--- config.mk ---
export PLATFORM = sky130hd
export DESIGN_NAME = rand_range_mapper
export DESIGN_NICKNAME = d
export VERILOG_FILES = /design/src/rtl/rand_range_mapper.sv
export SDC_FILE = /design/constraint.sdc
export NUM_CORES = 2
export LEC_CHECK = 0
export CAP_MARGIN = 40
export CORE_MARGIN = 3
export CORE_UTILIZATION = 49
export DETAILED_ROUTE_END_ITERATION = 6
export HOLD_SLACK_MARGIN = 0.15
export PLACE_DENSITY_LB_ADDON = 0.3
export SLEW_MARGIN = 30
export SYNTH_ARGS = -nofsm -noshare
export SYNTH_HDL_FRONTEND = slang
export SYNTH_SLANG_ARGS = --single-unit
--- constraint.sdc ---
create_clock -name clk -period 9.17 [get_ports clk]
set_clock_uncertainty 0.15 [all_clocks]
set_input_delay 1.834 -clock clk [delete_from_list [all_inputs] [get_ports clk]]
set_output_delay 1.834 -clock clk [all_outputs]
set_load 0.1 [all_outputs]
--- src/rtl/rand_range_mapper.sv ---
// Maps buffered 32-bit random words to unbiased integers in [0, N) (Lemire multiply-high + rejection).
// Define RAND_RANGE_STATS_EN to enable the drop_count / reject_count statistics counters.
module rand_range_mapper #(
   parameter int unsigned FIFO_DEPTH  = 16,
   parameter int unsigned ADDR_SIZE   = 4,
   parameter int unsigned RANGE_WIDTH = 16
) (
   input  logic                   clk,
   input  logic                   reset_n,
   input  logic [31:0]            rand_in,
   input  logic                   rand_in_valid,
   input  logic [RANGE_WIDTH-1:0] range_in,
   input  logic                   range_load,
   output logic                   busy,
   output logic [RANGE_WIDTH-1:0] out_data,
   output logic                   out_valid,
   input  logic                   out_ready,
   output logic [ADDR_SIZE:0]     fifo_level,
   output logic [15:0]            drop_count,
   output logic [15:0]            reject_count
);

   localparam int unsigned ProdW = 32 + RANGE_WIDTH;

   typedef enum logic {StRun, StCalc} state_e;

   state_e                 state_q;
   logic                   busy_q;
   logic [RANGE_WIDTH-1:0] range_q;
   logic [RANGE_WIDTH-1:0] thresh_q;
   logic [RANGE_WIDTH-1:0] rem_q;
   logic [31:0]            dividend_q;
   logic [4:0]             iter_q;
   logic [RANGE_WIDTH-1:0] out_data_q;
   logic                   out_valid_q;

   logic [31:0]            fifo_mem [FIFO_DEPTH];
   logic [ADDR_SIZE:0]     wr_ptr_q;
   logic [ADDR_SIZE:0]     rd_ptr_q;
   logic [ADDR_SIZE:0]     level;
   logic                   full;
   logic                   empty;
   logic                   push;
   logic                   pop;
   logic [31:0]            head;

   logic [ProdW-1:0]       prod;
   logic [RANGE_WIDTH-1:0] result;
   logic                   accept;

   logic [RANGE_WIDTH:0]   rem_shift;
   logic [RANGE_WIDTH:0]   rem_diff;
   logic [RANGE_WIDTH-1:0] rem_next;

   // FIFO status, pop/push decisions and the combinational mapping of the head word
   always_comb begin
      level  = wr_ptr_q - rd_ptr_q;
      full   = (level == (ADDR_SIZE+1)'(FIFO_DEPTH));
      empty  = (level == '0);
      head   = fifo_mem[rd_ptr_q[ADDR_SIZE-1:0]];
      // A range load discards the output stage, so hold the head word for the new range
      pop    = (state_q == StRun) && !range_load && !empty && (!out_valid_q || out_ready);
      push   = rand_in_valid && (!full || pop);
      prod   = ProdW'(head) * ProdW'(range_q);
      if (range_q == '0) begin
         result = head[RANGE_WIDTH-1:0];
         accept = 1'b1;
      end else begin
         result = prod[ProdW-1:32];
         accept = (prod[31:0] >= 32'(thresh_q));
      end
   end

   // One restoring-division step per cycle; only the remainder is kept
   always_comb begin
      rem_shift = {rem_q, dividend_q[31]};
      rem_diff  = rem_shift - {1'b0, range_q};
      if (rem_shift >= {1'b0, range_q}) begin
         rem_next = rem_diff[RANGE_WIDTH-1:0];
      end else begin
         rem_next = rem_shift[RANGE_WIDTH-1:0];
      end
   end

   always_ff @(posedge clk) begin
      if (push) begin
         fifo_mem[wr_ptr_q[ADDR_SIZE-1:0]] <= rand_in;
      end
   end

   always_ff @(posedge clk or negedge reset_n) begin
      if (!reset_n) begin
         wr_ptr_q <= '0;
         rd_ptr_q <= '0;
      end else begin
         if (push) wr_ptr_q <= wr_ptr_q + 1'b1;
         if (pop)  rd_ptr_q <= rd_ptr_q + 1'b1;
      end
   end

   always_ff @(posedge clk or negedge reset_n) begin
      if (!reset_n) begin
         state_q     <= StRun;
         busy_q      <= 1'b0;
         range_q     <= '0;
         thresh_q    <= '0;
         rem_q       <= '0;
         dividend_q  <= '0;
         iter_q      <= '0;
         out_data_q  <= '0;
         out_valid_q <= 1'b0;
      end else begin
         unique case (state_q)
            StRun: begin
               if (range_load) begin
                  state_q     <= StCalc;
                  busy_q      <= 1'b1;
                  range_q     <= range_in;
                  dividend_q  <= 32'd0 - 32'(range_in);
                  rem_q       <= '0;
                  iter_q      <= '0;
                  out_valid_q <= 1'b0;
               end else if (pop && accept) begin
                  out_data_q  <= result;
                  out_valid_q <= 1'b1;
               end else if (out_ready) begin
                  out_valid_q <= 1'b0;
               end
            end
            StCalc: begin
               if (range_load) begin
                  range_q    <= range_in;
                  dividend_q <= 32'd0 - 32'(range_in);
                  rem_q      <= '0;
                  iter_q     <= '0;
               end else begin
                  rem_q      <= rem_next;
                  dividend_q <= {dividend_q[30:0], 1'b0};
                  iter_q     <= iter_q + 5'd1;
                  if (iter_q == 5'd31) begin
                     state_q  <= StRun;
                     busy_q   <= 1'b0;
                     // N = 0 (pass-through) and N = 1 never reject
                     thresh_q <= (range_q <= RANGE_WIDTH'(1)) ? '0 : rem_next;
                  end
               end
            end
            default: state_q <= StRun;
         endcase
      end
   end

`ifdef RAND_RANGE_STATS_EN
   logic [15:0] drop_q;
   logic [15:0] reject_q;

   always_ff @(posedge clk or negedge reset_n) begin
      if (!reset_n) begin
         drop_q   <= '0;
         reject_q <= '0;
      end else begin
         if (rand_in_valid && !push && (drop_q != 16'hFFFF)) drop_q <= drop_q + 16'd1;
         if (pop && !accept && (reject_q != 16'hFFFF)) reject_q <= reject_q + 16'd1;
      end
   end

   assign drop_count   = drop_q;
   assign reject_count = reject_q;
`else
   assign drop_count   = 16'd0;
   assign reject_count = 16'd0;
`endif

   assign busy       = busy_q;
   assign out_data   = out_data_q;
   assign out_valid  = out_valid_q;
   assign fifo_level = level;

endmodule

Word-level counts from Yosys, hierarchy flattened

Memory sizes are Yosys's and may differ from the RTL's.
Cells that the tools add are included.

Register bits after elaboration: 114
Bits in latches: 0
RAM bits: 512
Bits in read-only memories: 0
Input bits: 53
Output and inout bits: 55
Word-level logic and storage cells: 74
Memories: 1

Add/subtract/negate cells: 6
Multiply operators: 1
Div/mod/pow operators: 0
$lt $le $gt $ge: 3
Equal/unequal tests: 5
Shift-type cells: 0
Mux-type cells: 27
Bitwise gates (word level): 2
Reduce and logical (&&, ||, !) cells: 18

Memory list:

| name     | depth | bits a word | read ports | clocked after memory_dff | write ports | line | RTL |
|---|---|---|---|---|---|---|---|
| fifo_mem | 16    | 32          | 1          | 0                        | 1           | 37   | `logic [31:0] fifo_mem [FIFO_DEPTH];` |

Operator list:

| kind                  | count |
|---|---|
| $mux 16               | 6 |
| $mux 32               | 2 |
| $pmux 32 s2           | 1 |
| $mul 32x16->48        | 1 |
| $ge 32x16->1          | 1 |
| $pmux 16 s2           | 1 |
| $ge 17x16->1          | 1 |
| $sub 1x16->17 const A | 1 |
| $le 16x1->1 const B   | 1 |
| $logic_not 16->1      | 1 |
| $sub 16x16->16        | 1 |
| $add 5x1->5 const B   | 3 |
| $mux 1                | 12 |
| $eq 5x5->1 const B    | 2 |
| $mux 5                | 2 |
| $pmux 5 s2            | 1 |
| $reduce_and 3->1      | 3 |
| $logic_and 1x1->1     | 5 |
| $logic_not 5->1       | 1 |
| $sub 5x5->5           | 1 |
| $logic_not 1->1       | 4 |
| $ne 2x2->1 const B    | 2 |
| $pmux 1 s2            | 2 |
| $reduce_bool 3->1     | 1 |
| other kinds (4)       | 6 |

Depth between registers and ports, before layout

Depth in word-level cells: 9
Gate-level depth with buffers: 37

Worst setup path before layout

OpenSTA, ideal clock, no wires.

Path type: register -> register
From: reg rd_ptr_q[0]
To: reg out_data_q[10] (netlist: out_data[10])
Setup time: 0.126 ns
Arrival: 9.186 ns
Data required time: 8.894 ns
Setup slack: -0.292 ns
Stages on the path, launching flop included: 35
Path buffers: 6
Path through: dfrtp_1 > clkbuf_1 > buf_2 > buf_1 > mux4_2 > mux4_2 > clkbuf_1 > and2_1 > fa_1 > inv_1 > fa_1 > fa_1 > fa_1 > inv_1 > fa_1 > inv_1 > fa_1 > inv_1 > ha_1 > buf_2 > a21oi_1 > o21ai_0 > a31oi_1 > nand2_1 > xor2_1 > ha_1 > nand4_1 > a21oi_1 > or4_1 > nor4_1 > nand4_1 > nor4_2 > a41oi_2 > buf_6 > mux2_4

Word-level cells in the longest chain between the ends: 7
Elaborated cells between the ends (all ways): 12

Ends and longest elaborated chain:

| item                                                   | line | RTL |
|---|---|---|
| start, declared                                        | 39   | `logic [ADDR_SIZE:0] rd_ptr_q;` |
| start signal, assigned                                 | 97   | `if (pop) rd_ptr_q <= rd_ptr_q + 1'b1;` |
| branches (longest 7 deep; another with $mul 32x16->48) | n/a  |  |
| end signal, assigned                                   | 124  | `out_data_q <= result;` |
| end, declared                                          | 34   | `logic [RANGE_WIDTH-1:0] out_data_q;` |

Several ways; the timed one is not identified.
A chain may end at the register's enable or synchronous reset.

Worst setup path in the final report

From: reg rd_ptr_q[0]
To: reg out_data_q[9] (netlist: out_data[9])

Same word-level chain as after synthesis.

==> results.json <==
{
  "yosys.cell_types.count": 77,
  "first_pass_iters": 5,
  "dp_hpwl_mm": 75.7,
  "drv_slew": 0,
  "critPathArrivalTime_ns": 9.36,
  "first_iter_violations": 2272,
  "grt_overflow": 0,
  "io_buffers": 75,
  "layout-drive-gt1-share_pct": 16.0,
  "multi_input_comb_area_um2": 22000,
  "grt_pass1_vias": 28129,
  "setup_viol": 0,
  "critPathMaxStageDelay_ns": 0.65,
  "yosysSeqAreaShare_pct": 42.8,
  "post-route-drc-count": 0,
  "grt_max_degree": 64,
  "fin_ws_ns": 0.175,
  "drt-vias-per-instance": 5.68,
  "cp_data_required_time_ns": 9.54,
  "crit_path_top_delay_cell": "mux4_2",
  "stdcell_area_um2": 48700,
  "die_h_um": 301,
  "fillers": 6932,
  "drtAntennaViolNets": 0,
  "cts_tree": "yes",
  "clock_path_buffers": 3,
  "placed_cell_area_um2": 45600,
  "cp-start-kind": "register",
  "num_rows": 107,
  "synth_area_um2": 42600,
  "syn_inst": 3409,
  "core_area_um2": 85700,
  "fmax_ghz": 0.111,
  "cts_buffers": 59,
  "cp_common_cell": "fa_1",
  "status": "complete, no violations",
  "critPathKind": "register to register",
  "cts_root_buf": "clkbuf_16",
  "start_util_pct": 49.7,
  "wl_per_cell_um": 22.7,
  "drv_cap": 0,
  "worst_slew_pin_slew_ns": 0.909,
  "synthArstFlopShare_pct": 18.2,
  "clk_latency_ns": 0.66,
  "vias": 27136,
  "yosys_warnings": 0,
  "hold_path_class": "register to register",
  "dp_slack_ns": 0.0866,
  "io_pins": 108,
  "min_period_over_period_pct": 98.1,
  "grt_pass1_wl_mm": 167,
  "layout_min_cycle_time_ns": 9.00,
  "relSlewSlack_pct": 39.4,
  "gp_congestion": 0.944,
  "layout.nets": 4218,
  "totalWireLength_mm": 109,
  "grt_antenna_before_repair": 7,
  "track_usage_pct": 24.1,
  "syn_area_per_cell_um2": 12.5,
  "ff_latch_area_um2": 18200,
  "rsz0062_at_grt": "true",
  "cp-end-kind": "register",
  "synth_ff_type": "edfxtp_1",
  "cts_sinks": 626,
  "synth_edf_count": 512,
  "htree_levels": 2,
  "area_growth_pct": 14.3,
  "path_max_fanout": 9,
  "path_clk_slew_ns": 0.07,
  "die_w_um": 301,
  "ff2ff_setup_slack_ns": 0.17,
  "fin_util_pct": 56.8,
  "whs_ns": 0.351,
  "hold_violations": 0,
  "dieArea_um2": 90500,
  "synth_seq_cells": 626
}
cell usage in the layout, fill, tap and decap left out, drive strengths merged, types with 8 or more instances in the layout:
cell             n
dfrtp          114
o21a            10
a31oi           13
and2           178
a211oi           9
a21o            31
nor3            33
nor2b            8
a21oi           71
clkbuf          81
buf            218
nor2            70
mux4           160
nand4           30
inv            512
or3             11
nand2          431
clkinv          30
fa             420
mux2            18
mux2i           35
o32ai           10
or4              8
nand3           41
o21bai           8
nor4             8
o211ai          11
conb            32
xnor2           43
edfxtp         512
ha             164
o21ai          105
clkdlybuf4s50   72
nand2b          18
a311oi          12
xor2            26
synth_stat cells (29+ instances only):
library cell  count  share of area [%]
edfxtp_1        512                 36
inv_1           511                4.5
nand2_1         431                3.8
fa_1            420                 20
and2_1          178                2.6
ha_1            164                4.8
mux4_2          160                8.5
clkbuf_1        137                1.2
dfrtp_1         114                6.7
o21ai_0         100                1.2
a21oi_1          71               0.83
nor2_1           70               0.62
xnor2_1          43               0.88
nand3_1          41               0.48
mux2i_1          35               0.82
buf_4            34               0.60
nor3_1           33               0.39
a21o_1           31               0.55
nand4_1          29               0.43
worst max-delay path: cells and delay by family, from the launching register on:
kind	cells	cell delay (ns)
DFF	1	0.51
buffers and inverters	9	1.03
AOI/OAI and AO/OA	3	0.49
and+or+nand+nor	8	1.58
muxes	3	1.36
xor gates and xnor gates	1	0.19
adders and majority gates	8	3.52
cells by family after synthesis:
| logic type | Yosys count | synth area share (%) |
|---|---|---|
| AO/OA/AOI/OAI | 328 | 4.97 |
| adder cells (fa/ha/maj) | 584 | 24.6 |
| buffers and inverters | 730 | 6.81 |
| multiplexers | 213 | 9.84 |
| AND/OR/NAND/NOR | 858 | 9.56 |
| other | 1 | 0.00881 |
| flip-flops | 626 | 42.8 |
| XOR/XNOR | 69 | 1.42 |
sequential cells by signal, indices dropped and copies added, names as in the netlist, 16 cells and up:
| register | flops |
|---|---|
| out_data | 16 |
| range_q | 16 |
| rem_q | 16 |
| dividend_q | 32 |
| fifo_mem | 512 |
| thresh_q | 16 |
final timing paths:
path                                                start                    endpoint  cells after the start
worst max-delay path              rd_ptr_q[0]$_DFFE_PN0P_     out_data[9]$_DFFE_PN0P_                     32
worst min-delay path            dividend_q[0]$_DFFE_PN0P_   dividend_q[0]$_DFFE_PN0P_                      1
worst max register to register    rd_ptr_q[0]$_DFFE_PN0P_     out_data[9]$_DFFE_PN0P_                     32
worst min register to register  dividend_q[0]$_DFFE_PN0P_   dividend_q[0]$_DFFE_PN0P_                      1
max in group asynchronous                         reset_n     rd_ptr_q[1]$_DFFE_PN0P_                      2
min in group asynchronous                         reset_n  dividend_q[28]$_DFFE_PN0P_                      1
layout make-up:
class                      count  area share, %
antenna                        3         0.0154
clock buffer                  73           3.18
clock inverter                37          0.805
inverter                     512           3.95
multi-input combinational   2084           45.2
sequential                   626           37.5
tap                         1144           2.94
timing repair buffer         298           6.37
repair_timing:
item | CTS | global route
buffers inserted | 0 | 57
setup endpoints to repair | 0 | 17
resized for setup | 0 | 96
hold buffers | 0 | 0
per-layer routing:
metal,track usage (%),vias up,share of wire [%]
met5,0,-,0
met4,6.89,0,2.8
met3,3.78,175,7.1
met2,39.7,1002,50
met1,33.5,14155,41
li1,-,11804,-
through the flow:
| step | cells | TNS [ns] |
|---|---|---|
| after detailed placement | 4598 | 0 |
| after CTS | 4708 | 0 |
| after global routing | 4774 | -1.49 |
| after floorplan | 3440 | 0 |
| after global placement | 4568 | 0 |
| final | 4777 | 0 |
Power is not shown: default switching activity piles up to over one toggle a cycle in this logic, so the estimate is an artifact.
